### src/rtl/cpu_pkg.sv
// Shared types and widths for the 9-bit core: opcode encoding and fetch-stage states.
package cpu_pkg;

    localparam int PC_W     = 10;
    localparam int INSTR_W  = 9;
    localparam int OPCODE_W = 3;

    typedef enum logic [OPCODE_W-1:0] {
        ADD   = 3'd0,
        ADDI  = 3'd1,
        XOR   = 3'd2,
        LOAD  = 3'd3,
        STORE = 3'd4,
        JUMP  = 3'd5,
        CMP   = 3'd6,
        SHF   = 3'd7
    } opcode_t;

    typedef enum logic [1:0] {
        IDLE = 2'd0,
        RUN  = 2'd1,
        DONE = 2'd2
    } fetch_state_t;

    function automatic logic [OPCODE_W-1:0] opcode_of(input logic [INSTR_W-1:0] word);
        return word[INSTR_W-1 -: OPCODE_W];
    endfunction

endpackage

### src/rtl/fetch_hold_buf.sv
// One-entry skid for the fetch stage: parks {instr, pc} on the first stalled cycle
// and, while full, overrides the live memory response on the output mux.
module fetch_hold_buf
    import cpu_pkg::*;
(
    input  logic               clk,
    input  logic               rst_n,
    input  logic               capture,
    input  logic               clear,
    input  logic [INSTR_W-1:0] resp_instr,
    input  logic [PC_W-1:0]    resp_pc,
    output logic               hold_v,
    output logic [INSTR_W-1:0] out_instr,
    output logic [PC_W-1:0]    out_pc
);

    logic [INSTR_W-1:0] hold_instr_q;
    logic [PC_W-1:0]    hold_pc_q;

    always_ff @(posedge clk) begin
        if (!rst_n) begin
            hold_v       <= 1'b0;
            hold_instr_q <= '0;
            hold_pc_q    <= '0;
        end else if (clear) begin
            hold_v <= 1'b0;
        end else if (capture && !hold_v) begin
            // Only the first stalled cycle loads; later cycles keep the original entry.
            hold_v       <= 1'b1;
            hold_instr_q <= resp_instr;
            hold_pc_q    <= resp_pc;
        end
    end

    assign out_instr = hold_v ? hold_instr_q : resp_instr;
    assign out_pc    = hold_v ? hold_pc_q    : resp_pc;

endmodule

### src/rtl/instr_fetch.sv
// Fetch stage: owns the PC, drives the 1-cycle-latency instruction memory and presents
// one instruction per cycle to decode under valid/stall, with branch redirect and halt.
module instr_fetch
    import cpu_pkg::*;
(
    input  logic                clk,
    input  logic                rst_n,
    input  logic                start,
    input  logic                stall,
    input  logic                branch_taken,
    input  logic [PC_W-1:0]     branch_target,
    input  logic                halt,
    output logic [PC_W-1:0]     imem_addr,
    input  logic [INSTR_W-1:0]  imem_rdata,
    output logic [INSTR_W-1:0]  instr,
    output logic [OPCODE_W-1:0] opcode,
    output logic [PC_W-1:0]     pc_out,
    output logic                instr_valid,
    output logic                done
);

    fetch_state_t       state_q;
    logic [PC_W-1:0]    pc_q;
    logic [PC_W-1:0]    resp_pc_q;
    logic               resp_v_q;

    logic               running;
    logic               accept;
    logic               stalled;
    logic               hold_v;
    logic [INSTR_W-1:0] sel_instr;
    logic [PC_W-1:0]    sel_pc;

    assign running     = (state_q == RUN);
    assign instr_valid = running && (resp_v_q || hold_v);
    assign accept      = instr_valid && !stall;
    assign stalled     = instr_valid && stall;

    fetch_hold_buf u_hold (
        .clk        (clk),
        .rst_n      (rst_n),
        .capture    (stalled),
        .clear      (accept || !running),
        .resp_instr (imem_rdata),
        .resp_pc    (resp_pc_q),
        .hold_v     (hold_v),
        .out_instr  (sel_instr),
        .out_pc     (sel_pc)
    );

    always_ff @(posedge clk) begin
        if (!rst_n) begin
            state_q   <= IDLE;
            pc_q      <= '0;
            resp_v_q  <= 1'b0;
            resp_pc_q <= '0;
        end else begin
            case (state_q)
                IDLE, DONE: begin
                    resp_v_q <= 1'b0;
                    if (start) begin
                        state_q <= RUN;
                        pc_q    <= '0;
                    end
                end
                RUN: begin
                    if (accept && halt) begin
                        state_q  <= DONE;
                        pc_q     <= '0;
                        resp_v_q <= 1'b0;
                    end else if (accept && branch_taken) begin
                        pc_q     <= branch_target;
                        resp_v_q <= 1'b0;
                    end else begin
                        // The address on the bus this cycle returns next cycle, even while
                        // stalled: the frozen PC simply re-reads the same word.
                        resp_v_q  <= 1'b1;
                        resp_pc_q <= pc_q;
                        if (!stalled) begin
                            pc_q <= pc_q + 1'b1;
                        end
                    end
                end
                default: begin
                    state_q  <= IDLE;
                    resp_v_q <= 1'b0;
                end
            endcase
        end
    end

    assign imem_addr = running ? pc_q : '0;
    assign done      = (state_q == DONE);
    assign instr     = instr_valid ? sel_instr : '0;
    assign pc_out    = instr_valid ? sel_pc : '0;
    assign opcode    = opcode_of(instr);

endmodule

### config.mk
export PLATFORM = sky130hd
export DESIGN_NAME = instr_fetch
export DESIGN_NICKNAME = d
export VERILOG_FILES = /design/src/rtl/cpu_pkg.sv /design/src/rtl/fetch_hold_buf.sv /design/src/rtl/instr_fetch.sv
export SDC_FILE = /design/constraint.sdc
export NUM_CORES = 1
export LEC_CHECK = 0
export CAP_MARGIN = 20
export CORE_MARGIN = 2
export CORE_UTILIZATION = 45
export DETAILED_ROUTE_END_ITERATION = 8
export GPL_TIMING_DRIVEN = 0
export PLACE_DENSITY = 0.83
export RECOVER_POWER = 50
export SYNTH_ARGS = -nofsm -noshare
export SYNTH_HDL_FRONTEND = slang
export SYNTH_HIERARCHICAL = 1
export SYNTH_SLANG_ARGS = --single-unit
### constraint.sdc
create_clock -name clk -period 2.27 [get_ports clk]
set_clock_uncertainty 0.1 [all_clocks]
set_input_delay 0.227 -clock clk [delete_from_list [all_inputs] [get_ports clk]]
set_output_delay 0.227 -clock clk [all_outputs]
set_load 0.005 [all_outputs]
==> impl_metrics.ini <==
[synthesis]
synth_area_leaders = dfxtp_1 (36%), nand2_1 (11%), mux2_2 (9.4%), and2_1 (8.9%), mux2i_1 (8.0%)
synth_top_family_by_area = simple AND/OR/NAND/NOR gates
ys_ff_latch = 43
yosysWarningCount = 6
synth_cells = 293
synth-xor-area-share_pct = 0
synth-simple-area-share_pct = 28.8
syn-cell-area_sq_mm = 0.00239
synth_seq_area_share_pct = 36.1
muxShareOfSynthArea_pct = 17.4
synth-adder-area-share_pct = 0.524
synth_top_cell_by_area = dfxtp_1
avgSynthCellArea_sq_um = 8.15
yosys.cell_types.count = 33
synth.top_cell.area_share_pct = 36.1
synth_compound_area_share_pct = 11.5
synth.net_count = 319

[setup_path]
path_cells = buf_8, mux2_2, and2_1, buf_4, clkdlybuf4s50_1
cp-start-kind = flip-flop
worstSetupPathType = flip-flop to primary output
r2r_end = u_hold/hold_pc_q[3]$_SDFFE_PN0P_
cp_num_buf_inv = 3
cp_top_family = buffers and inverters
rrSetupSlack_ps = 310
end_kind = primary output
rr_worst_depth = 7
arrival_ps = 1880
cp.required_ps = 1940
reg2reg_from = state_q[0]$_SDFFE_PN0P_
slowest_stage = clkdlybuf4s50_1
cp_max_fo = 10
critical_path.max_stage_delay_ps = 430

[hold_path]
min_from = u_hold/hold_pc_q[5]$_SDFFE_PN0P_
whs_path_depth = 2
min_to = u_hold/hold_pc_q[5]$_SDFFE_PN0P_
hold_class = flip-flop to flip-flop

[die]
die_y_um = 76.8
ios = 59
die_w_um = 76.8
rows = 26
fp.dieArea_sq_mm = 0.00590
core-area_sq_mm = 0.00511
start_util_pct = 46.7

[detailed_routing]
first_iter_violations = 102
wire_per_inst_um = 13.2
via_per_inst = 5.14
wl_um = 5680
first_pass_iters = 4
drc_errors = 0
ant_nets = 0
via_count = 2211

[power_and_ir_drop]
powerDensity_mw_per_mm2 = 484
ir_worst_vdd_mv = 0.260
p_int_mw = 1.18
switching_power_mw = 0.374
p_comb_share_pct = 11.5
p_total_mw = 1.55
p_seq_share_pct = 49.6
clockPowerShare_pct = 38.9
switching_share_pct = 24.2
p_leak_nw = 1.14

[placement]
place_area_sq_mm = 0.00306
dp_hpwl_um = 4210
port_buffers = 58
gp_congestion = 0.930

[timing]
rsz0062_at_grt = true
fmax_mhz = 453
final.period_utilization_pct = 97.2
finalMaxSlewViolations = 0
fin_hold_ws_ps = 362
finalSetupViolCount = 0
slew_headroom_pct = 52.1
tns_ps = 0
fin_crit_ps = 2210
tightest_slew_ps = 719
hold_violations = 0

[cells_and_area]
finish.instance_area_sq_mm = 0.00321
num_antenna_cells = 0
drive_above_1_share_pct = 13.9
postLayoutCoreUtil_pct = 62.8
fin_nets = 385
areaGrowthSynthToFinish_pct = 34.3
fillers = 454

[clock_network]
clk_path_buf_depth = 2
cts_buffers = 5
clk_latency_ps = 300
cts-root-buf = clkbuf_8
path_clk_slew_ps = 90
cts.sinks = 43
cts_tree = yes
htreeDepth = 2

[global_routing]
grt_use_total_pct = 19.9
busiest_layer = met2
antenna_found_initial = 0
grtUsageMet2_pct = 34.4
grt_start_max_net_pins = 15
grt_pass1_wl_um = 9860
met1_usage_pct = 26.2
grt_pass1_vias = 2140
gr-total-overflow = 0
use_met3_pct = 3.65

[outcome]
status = finished clean

[run]
drv_cap = 0
cells in the mapped netlist, drive strengths merged:
cell     n
and2    34
clkbuf   8
o21a     6
mux2i   19
buf     12
inv      3
a32oi    1
nand2   72
nand3   10
dfxtp   43
o32ai    1
ha       1
nor2     9
nand2b   2
nor3b    3
o21ai   12
a22oi    1
and3     1
or4      1
o21ba    1
nand4    1
o221ai   1
a31oi    5
nor3     4
a21oi   16
a21o     1
mux2    20
nor2b    3
and4     2
state kept, by name (all words and copies together) (netlist names):
name and flops:
resp_pc_q 10, u_hold/hold_v 1, u_hold/hold_pc_q 10, pc_q 10, state_q 2, resp_v_q 1, u_hold/hold_instr_q 9
worst register-to-register path: cells and delay by family, from the launching register on:
family	cells	cell delay, ps
AND/OR/NAND/NOR	2	470
flip-flops	1	350
multiplexers	1	190
AO/OA/AOI/OAI	1	170
buffers and inverters	3	620
how the worst max path moves through the flow:
| stage | start | cells past startpoint | to |
|---|---|---|---|
| after floorplan | state_q[0]$_SDFFE_PN0P_ | 7 | u_hold/hold_instr_q[7]$_SDFFE_PN0P_ |
| after global placement | u_hold/hold_v$_SDFFE_PP0P_ | 6 | opcode[0] |
| after detailed placement | state_q[0]$_SDFFE_PN0P_ | 7 | u_hold/hold_pc_q[3]$_SDFFE_PN0P_ |
| after CTS | u_hold/hold_v$_SDFFE_PP0P_ | 5 | opcode[0] |
| after global routing | state_q[0]$_SDFFE_PN0P_ | 4 | imem_addr[0] |
| final | u_hold/hold_v$_SDFFE_PP0P_ | 5 | opcode[0] |
metrics by stage:
stage / worst slack, ps / std cells
detailed placement: -12.8 / 421
floorplan: 405 / 293
finish: 62.8 / 430
global placement: 80.2 / 421
global route: -11.1 / 430
CTS: -17.6 / 429
timing repair:
item,CTS,global route
pin swaps,0,1
buffers inserted,0,1
setup endpoints to repair,33,20
gates resized for setup,9,9
hold buffers,0,0
kinds of logic after synthesis:
family,after synthesis
and+or+nand+nor,142
AOI/OAI and AO/OA,45
DFF,43
muxes,39
buffers and inverters,23
adders and majority gates,1
placed cells by master (no fill, tap or decap), types with 2 or more instances in the layout:
master,count
nor3b_1,2
dfxtp_1,41
nor3_1,4
nor2_1,8
nand2_1,72
nand3_1,10
inv_1,3
buf_6,4
o21ai_0,12
clkbuf_1,5
buf_4,4
and4_1,2
mux2i_1,19
a31oi_1,5
o21a_1,6
and2_1,33
clkdlybuf4s50_1,55
dlygate4sd3_1,3
clkbuf_8,5
a21oi_1,16
nor2b_1,2
buf_2,6
nand2b_1,2
mux2_2,20
cell type report:
class	instances	area (sq um)	area share, %
plain buffers	20	151	4.72
clock buffers	5	68.8	2.15
clock inverters	3	43.8	1.37
inverters	3	11.3	0.351
multi-input cells	227	1390	43.3
flip-flops and latches	43	866	27.0
well taps	70	87.6	2.73
repair buffers	59	588	18.3
power groups by stage:
| stage | Clock [mW] | Combinational (mW) | Sequential, mW |
|---|---|---|---|
| final | 0.603 | 0.178 | 0.769 |
| after global routing | 0.639 | 0.195 | 0.770 |
| after CTS | 0.611 | 0.177 | 0.769 |
| after detailed placement | 0 | 0.174 | 0.787 |
| after global placement | 0 | 0.172 | 0.787 |
| after floorplan | 0 | 0.0933 | 0.784 |
metal layers:
metal	wire, um	vias up
li1	-	1121
met1	2600	1012
met2	2730	70
met3	302	8
met4	49	0
met5	0	-
Note: power is estimated with default switching activity, not from simulation.
